[src/rtl/bsg_gateway_link_tester.sv]
// bsg_gateway_link_tester: drives a counting pattern into the gateway link and checks the loopback.
// Define BSG_GATEWAY_LINK_TESTER_BACKPRESSURE_EN to throttle receive acceptance with a 16-bit LFSR.
module bsg_gateway_link_tester #(
    parameter int width_p     = 32,
    parameter int cnt_width_p = 16,
    parameter int timeout_p   = 1024
) (
    input  logic                   core_clk_i,
    input  logic                   core_reset_i,
    input  logic                   start_i,
    input  logic [cnt_width_p-1:0] num_packets_i,
    input  logic [width_p-1:0]     seed_i,
    output logic                   link_v_o,
    output logic [width_p-1:0]     link_data_o,
    input  logic                   link_ready_and_i,
    input  logic                   link_v_i,
    input  logic [width_p-1:0]     link_data_i,
    output logic                   link_yumi_o,
    output logic                   done_o,
    output logic                   pass_o,
    output logic                   timeout_o,
    output logic [cnt_width_p-1:0] sent_count_o,
    output logic [cnt_width_p-1:0] recv_count_o,
    output logic [cnt_width_p-1:0] err_count_o
);

    localparam int tmo_width_lp = $clog2(timeout_p + 1);
    localparam logic [tmo_width_lp-1:0] tmo_last_lp = tmo_width_lp'(timeout_p - 1);
    localparam logic [tmo_width_lp-1:0] tmo_one_lp  = tmo_width_lp'(1);
    localparam logic [cnt_width_p-1:0]  cnt_one_lp  = cnt_width_p'(1);

    typedef enum logic [1:0] {
        IDLE,
        SEND,
        DRAIN,
        DONE
    } state_e;

    state_e                   state_q, state_d;
    logic [cnt_width_p-1:0]   num_q, num_d;
    logic [width_p-1:0]       seed_q, seed_d;
    logic [cnt_width_p-1:0]   sent_q, sent_d;
    logic [cnt_width_p-1:0]   recv_q, recv_d;
    logic [cnt_width_p-1:0]   err_q, err_d;
    logic [tmo_width_lp-1:0]  tmo_q, tmo_d;
    logic                     timeout_q, timeout_d;

    logic                     active;
    logic                     recv_open;
    logic                     recv_gate;
    logic                     send_hs;
    logic                     recv_hs;
    logic [width_p-1:0]       expected_data;

    assign active    = (state_q == SEND) || (state_q == DRAIN);
    assign recv_open = active && (recv_q < num_q) && !core_reset_i;

`ifdef BSG_GATEWAY_LINK_TESTER_BACKPRESSURE_EN
    logic [15:0] lfsr_q, lfsr_d;

    // Fibonacci form of x^16 + x^14 + x^13 + x^11 + 1
    always_comb begin
        lfsr_d = {lfsr_q[0] ^ lfsr_q[2] ^ lfsr_q[3] ^ lfsr_q[5], lfsr_q[15:1]};
    end

    always_ff @(posedge core_clk_i) begin
        if (core_reset_i) begin
            lfsr_q <= 16'h0001;
        end else begin
            lfsr_q <= lfsr_d;
        end
    end

    assign recv_gate = recv_open && lfsr_q[0];
`else
    assign recv_gate = recv_open;
`endif

    assign link_v_o      = (state_q == SEND) && (sent_q < num_q) && !core_reset_i;
    assign link_data_o   = seed_q + width_p'(sent_q);
    assign link_yumi_o   = link_v_i && recv_gate;
    assign send_hs       = link_v_o && link_ready_and_i;
    assign recv_hs       = link_yumi_o;
    assign expected_data = seed_q + width_p'(recv_q);

    always_comb begin
        state_d   = state_q;
        num_d     = num_q;
        seed_d    = seed_q;
        sent_d    = sent_q;
        recv_d    = recv_q;
        err_d     = err_q;
        tmo_d     = tmo_q;
        timeout_d = timeout_q;
        unique case (state_q)
            IDLE, DONE: begin
                if (start_i) begin
                    state_d   = SEND;
                    num_d     = num_packets_i;
                    seed_d    = seed_i;
                    sent_d    = '0;
                    recv_d    = '0;
                    err_d     = '0;
                    tmo_d     = '0;
                    timeout_d = 1'b0;
                end
            end
            SEND, DRAIN: begin
                if (send_hs) begin
                    sent_d = sent_q + cnt_one_lp;
                end
                if (recv_hs) begin
                    recv_d = recv_q + cnt_one_lp;
                    if ((link_data_i != expected_data) && (err_q != '1)) begin
                        err_d = err_q + cnt_one_lp;
                    end
                end
                if (send_hs || recv_hs) begin
                    tmo_d = '0;
                end else begin
                    tmo_d = tmo_q + tmo_one_lp;
                end
                // A stuck link wins over normal progress only on an idle cycle
                if (!send_hs && !recv_hs && (tmo_q == tmo_last_lp)) begin
                    state_d   = DONE;
                    timeout_d = 1'b1;
                end else if ((state_q == SEND) && (sent_d == num_q)) begin
                    state_d = DRAIN;
                end else if ((state_q == DRAIN) && (recv_d == num_q)) begin
                    state_d = DONE;
                end
            end
            default: begin
                state_d = IDLE;
            end
        endcase
    end

    always_ff @(posedge core_clk_i) begin
        if (core_reset_i) begin
            state_q   <= IDLE;
            num_q     <= '0;
            seed_q    <= '0;
            sent_q    <= '0;
            recv_q    <= '0;
            err_q     <= '0;
            tmo_q     <= '0;
            timeout_q <= 1'b0;
        end else begin
            state_q   <= state_d;
            num_q     <= num_d;
            seed_q    <= seed_d;
            sent_q    <= sent_d;
            recv_q    <= recv_d;
            err_q     <= err_d;
            tmo_q     <= tmo_d;
            timeout_q <= timeout_d;
        end
    end

    assign done_o       = (state_q == DONE) && !core_reset_i;
    assign pass_o       = done_o && !timeout_q && (err_q == '0) && (recv_q == num_q);
    assign timeout_o    = timeout_q;
    assign sent_count_o = sent_q;
    assign recv_count_o = recv_q;
    assign err_count_o  = err_q;

endmodule

[config.mk]
export PLATFORM = sky130hd
export DESIGN_NAME = bsg_gateway_link_tester
export DESIGN_NICKNAME = d
export VERILOG_FILES = /design/src/rtl/bsg_gateway_link_tester.sv
export SDC_FILE = /design/constraint.sdc
export NUM_CORES = 1
export LEC_CHECK = 0
export BUFFER_PORTS_ARGS = -buffer_cell sky130_fd_sc_hd__buf_2
export CORE_UTILIZATION = 28
export DETAILED_ROUTE_END_ITERATION = 10
export HOLD_SLACK_MARGIN = 0.1
export PLACE_DENSITY = 0.49
export SYNTH_ARGS = -nofsm -noshare
export SYNTH_HDL_FRONTEND = slang
export SYNTH_SLANG_ARGS = --single-unit
[constraint.sdc]
create_clock -name core_clk_i -period 8.6 [get_ports core_clk_i]
set_input_delay 1.29 -clock core_clk_i [delete_from_list [all_inputs] [get_ports core_clk_i]]
set_output_delay 1.29 -clock core_clk_i [all_outputs]
set_load 0.01 [all_outputs]
# Word level (Yosys, flattened, before mapping)
# Index checks and enable logic that the tools add are counted.
# Widths: inputs -> output; s select.
# classes
n_addsub,6
multipliers,0
div_mod_pow,0
order_cmp,2
n_eq_ne,14
shifts,0
n_mux,21
bitwise_logic,0
n_reduce_logical,29
# op_table
cell,count
$mux 16,7
$pmux 16 s2,3
$add 32x16->32,2
$add 16x1->16 const B,3
$eq 16x16->1,3
$lt 16x16->1,2
$ne 32x32->1,1
$mux 11,2
$pmux 11 s2,1
$logic_not 16->1,1
$ne 16x16->1 const B,1
$logic_and 1x1->1,15
$add 11x1->11 const B,1
$eq 11x10->1 const B,1
$mux 2,4
$ne 2x2->1 const B,4
$reduce_and 2->1,3
$eq 2x2->1 const B,2
$logic_not 1->1,4
$ne 4x4->1 const B,1
$pmux 2 s2,1
$reduce_or 2->1,2
$reduce_and 3->1,1
$eq 2x1->1 const B,1
4 further kinds,6
# totals
register_bits,110
latchBits,0
ram_bits,0
mem_bits_ro,0
in_bits,85
output_inout_bits,85
wordCells,80
memories,0

# Logic depth before layout (Yosys ltp)
# depth
word_depth,13
mapped_depth,16
ltp_nobuf,14

# Least setup slack after synthesis
# OpenSTA, ideal clock, no wires.
# synth_timing
kind,flip-flop to output port
start,"register sent_q[2], in the netlist sent_count_o[2]"
end,output link_data_o[30]
arrival_ns,3.138
required_time_ns,7.310
slack_ns,4.172
path_stages_with_launch,13
n_path_buf,0
cell_sequence,dfxtp_1 ha_1 nor2b_1 o21ai_1 nand2b_1 a21o_1 a31o_1 a41o_1 o41a_1 a211o_1 a21oi_1 nor3_1 xor2_1
# synth_between
elab_chain_len,1
# synth_lines
element,line_no,text
"start, declared",42,"logic [cnt_width_p-1:0] sent_q, sent_d;"
"start signal, assigned",153,sent_q <= sent_d;
$add 32x16->32,80,assign link_data_o = seed_q + width_p'(sent_q);
"end, declared",14,"output logic [width_p-1:0] link_data_o,"
# No other way between the ends.

# Final worst setup path
# layout_timing
start,"register sent_q[2], in the netlist sent_count_o[2]"
end,output link_data_o[20]
# Same word-level chain as after synthesis.

==> summary.txt <==
Yosys
  • Yosys reg bits: 110
  • Post-synthesis cell type count: 67
  • Post-synthesis cell area: 8950 um2
  • Synth Area in Simple Gates: 24.9%
  • Commonest cells post-synth: nand2_1, a21oi_1, dfxtp_1
  • Main flop type after synthesis: dfxtp_1
  • Synth Area in Adders: 10.4%
  • Ys async rst share: 0%
  • Synthesized area per cell: 7.44 um2
  • Syn Inst Count: 1,203
  • Synth area leader: dfxtp_1
  • Post-Synth XOR/XNOR Area: 12.3%
  • Synth Area in Compound Gates: 21.9%
  • Most common cell in the synthesized netlist: nand2_1
  • Sequential-to-total area share from yosys stat: 24.6%
  • Synth Warn #: 0
  • Mux contribution to synthesized area: 1.59%
  • Synth top area share: 24.6%
  • Synth Net Count: 1,361
  • Synth top area cells: dfxtp_1, ha_1, xnor2_1
  • Post-synth EDFFs: 0
  • Largest family of logic cells by synthesized area: simple AND/OR/NAND/NOR gates

STA
  • Final Setup Violations: 0
  • Max_slew headroom: 21.9%
  • Final setup TNS: 0 ps
  • Tightest Pin Transition: 1170 ps
  • Tcrit/Tclk final: 63.7%
  • Crit path time final: 5480 ps
  • Hold Slack: 488 ps
  • Clock Skew: 9.33 ps
  • F_max: 182 MHz
  • Slew Viols, Final: 0
  • RSZ-0062 raised after global routing: no
  • Final hold vios: 0

Finish
  • P&R area growth vs syn: 16.7%
  • Share of cells above drive strength 1: 15.0%
  • Layout Nets: 1,490
  • Antenna Cells: 0
  • Fin area: 10,400 um2
  • Number of fill cells in the layout: 3,433

Placement
  • DPL Wire Length: 24.2 mm
  • Port Buf Inserts: 169
  • Placer congestion estimate: 0.875
  • Placed inst area: 10,100 um2

GRT
  • Total global routing overflow: 0
  • Number of global-route vias before repair: 8,522
  • Largest net degree at the start of global routing: 54
  • Initial antenna violation count: 0
  • GRT Util Overall: 18.9%
  • First-pass GRT wire length: 48.5 mm

Floorplanning
  • Rows: 65
  • CORE AREA: 31,500 um2
  • Initial core utilization: 28.4%
  • Ports: 170
  • Die H: 181 um
  • DIE WIDTH: 181 um
  • Total Die Area: 32,700 um2

Min path
  • Worst min path class: reg2reg

CTS
  • Post-CTS sizing: 0
  • CTS tree: yes
  • Worst-skew pair later-pin latency: 360 ps
  • Root buffer selected by CTS: clkbuf_16
  • Clk sinks: 110
  • H-tree depth: 3
  • # Post-CTS Setup Buffers: 0
  • Num CTS Buffers: 9
  • Hold buffer count at cts: 0
  • CTS max path bufs: 2
  • Reg clk slew, reported paths: 80 ps

Worst setup path
  • Critical path class: reg2out
  • Required @ worst endpoint: 7310 ps
  • Kind of end point of the critical path: primary output
  • CP Max Fanout: 9
  • Crit path DAT: 4190 ps
  • Startpoint Class: flop

Route
  • Iteration count of the initial detailed-routing pass: 5
  • Vias per cell: 5.20
  • Via count: 9,041
  • Residual DRC: 0
  • Post-route ant nets: 0
  • Routed wire length: 31.2 mm
  • Per-cell routed wire length: 17.9 um
  • Iteration-0 DRC Markers: 672

Power and ir drop
  • Power density cells: 195 nW/um2
  • Sequential share of power: 32.5%
  • P_sw: 0.000890 W
  • Logic pwr share: 44.5%
  • Clk pwr share: 23.0%
  • Leak: 4.56 nW
  • Sw Ratio: 43.6%
  • Max VDD drop: 130 uV
  • P_int: 0.00115 W

Job
  • MaxCap Viol Count: 0

Run status
  • Status: finished clean
==> worst max-delay path, cell delays in order, from the launching register on <==
cell and delay [ps]:
dfxtp_1 570, ha_1 330, nor2b_1 140, o21ai_1 110
nand2b_1 100, a21o_1 200, a31o_1 230, a41o_1 260
o41a_1 370, a211o_1 280, a21oi_1 660, nor2_1 130
xor2_1 250, buf_2 180
==> path summary, 6_finish.rpt <==
check,cells after the start,end,slack (ps),from
max,13,link_data_o[20],3120,sent_count_o[2]
min,1,tmo_q[9],490,tmo_q[9]
max reg2reg,13,err_count_o[13],3760,recv_count_o[0]
min reg2reg,1,tmo_q[9],490,tmo_q[9]
==> placed cells by master, fill, tap and decap left out, types with 6 or more instances in the layout <==
master and n:
inv_1 41, ha_1 71, o21ai_1 7, nor2_1 105, nand2_1 168, a211oi_1 7, nand3_1 31, o21a_1 8
o21ai_0 42, and2_1 13, a31oi_1 15, nor3_1 25, clkbuf_16 9, xor2_1 51, nor2b_1 12, nand4_1 24
or4_1 6, a31o_1 8, buf_4 7, a21o_1 15, nor3b_1 9, xnor2_1 75, nor4_1 9, and3_1 31
buf_2 168, mux2i_1 12, nand2b_1 12, o211ai_1 19, a21oi_1 129, dfxtp_1 110, or3_1 6, a311oi_1 8
==> state kept, by name, summed over array words and instances, names as in the netlist <==
name / cells
recv_count_o: 16
tmo_q: 11
seed_q: 32
err_count_o: 16
state_q: 2
num_q: 16
timeout_o: 1
sent_count_o: 16
==> through the flow <==
stage | util, % | setup WS, ps | cells | total power [W]
after floorplan | - | 4170 | 1203 | 0.00129
after global placement | 32.2 | 3580 | 1723 | 0.00158
after detailed placement | 32.2 | 3570 | 1723 | 0.00158
after CTS | 33.2 | 3160 | 1739 | 0.00206
after global routing | 33.2 | 2820 | 1739 | 0.00219
final | 33.2 | 3120 | 1739 | 0.00204
==> kinds of logic (layout without fill, tap and decap cells) <==
logic type,after synthesis,count (layout)
xor gates and xnor gates,126,126
adders and majority gates,73,73
muxes,14,14
AOI/OAI and AO/OA,311,311
DFF,110,110
and+or+nand+nor,469,469
buffers and inverters,100,234
==> per-layer routing <==
| metal | GRT usage, % | up-vias | share of wire (%) |
|---|---|---|---|
| met5 | 0 | - | 0 |
| met4 | 5.61 | 0 | 1.6 |
| met3 | 2.46 | 28 | 4.3 |
| met2 | 29.3 | 206 | 44 |
| met1 | 27.2 | 4260 | 50 |
| li1 | - | 4547 | - |
==> layout make-up <==
| type | instances | area [um2] | area share (%) |
|---|---|---|---|
| clock buffers | 13 | 250 | 2.40 |
| clock inverters | 3 | 67.6 | 0.647 |
| inverters | 43 | 161 | 1.54 |
| multi-input cells | 993 | 6370 | 61.0 |
| flip-flops and latches | 110 | 2200 | 21.1 |
| well taps | 402 | 503 | 4.81 |
| repair buffers | 175 | 893 | 8.55 |
==> power by group through the flow <==
stage / combinational [W] / clock [W] / sequential, W
5_1_grt: 0.00102 / 0.000496 / 0.000674
3_5_place_dp: 0.000910 / 0 / 0.000673
6_report: 0.000909 / 0.000469 / 0.000665
3_3_place_gp: 0.000909 / 0 / 0.000673
4_1_cts: 0.000917 / 0.000483 / 0.000661
2_1_floorplan: 0.000660 / 0 / 0.000628
(Power assumes the default switching activity.)
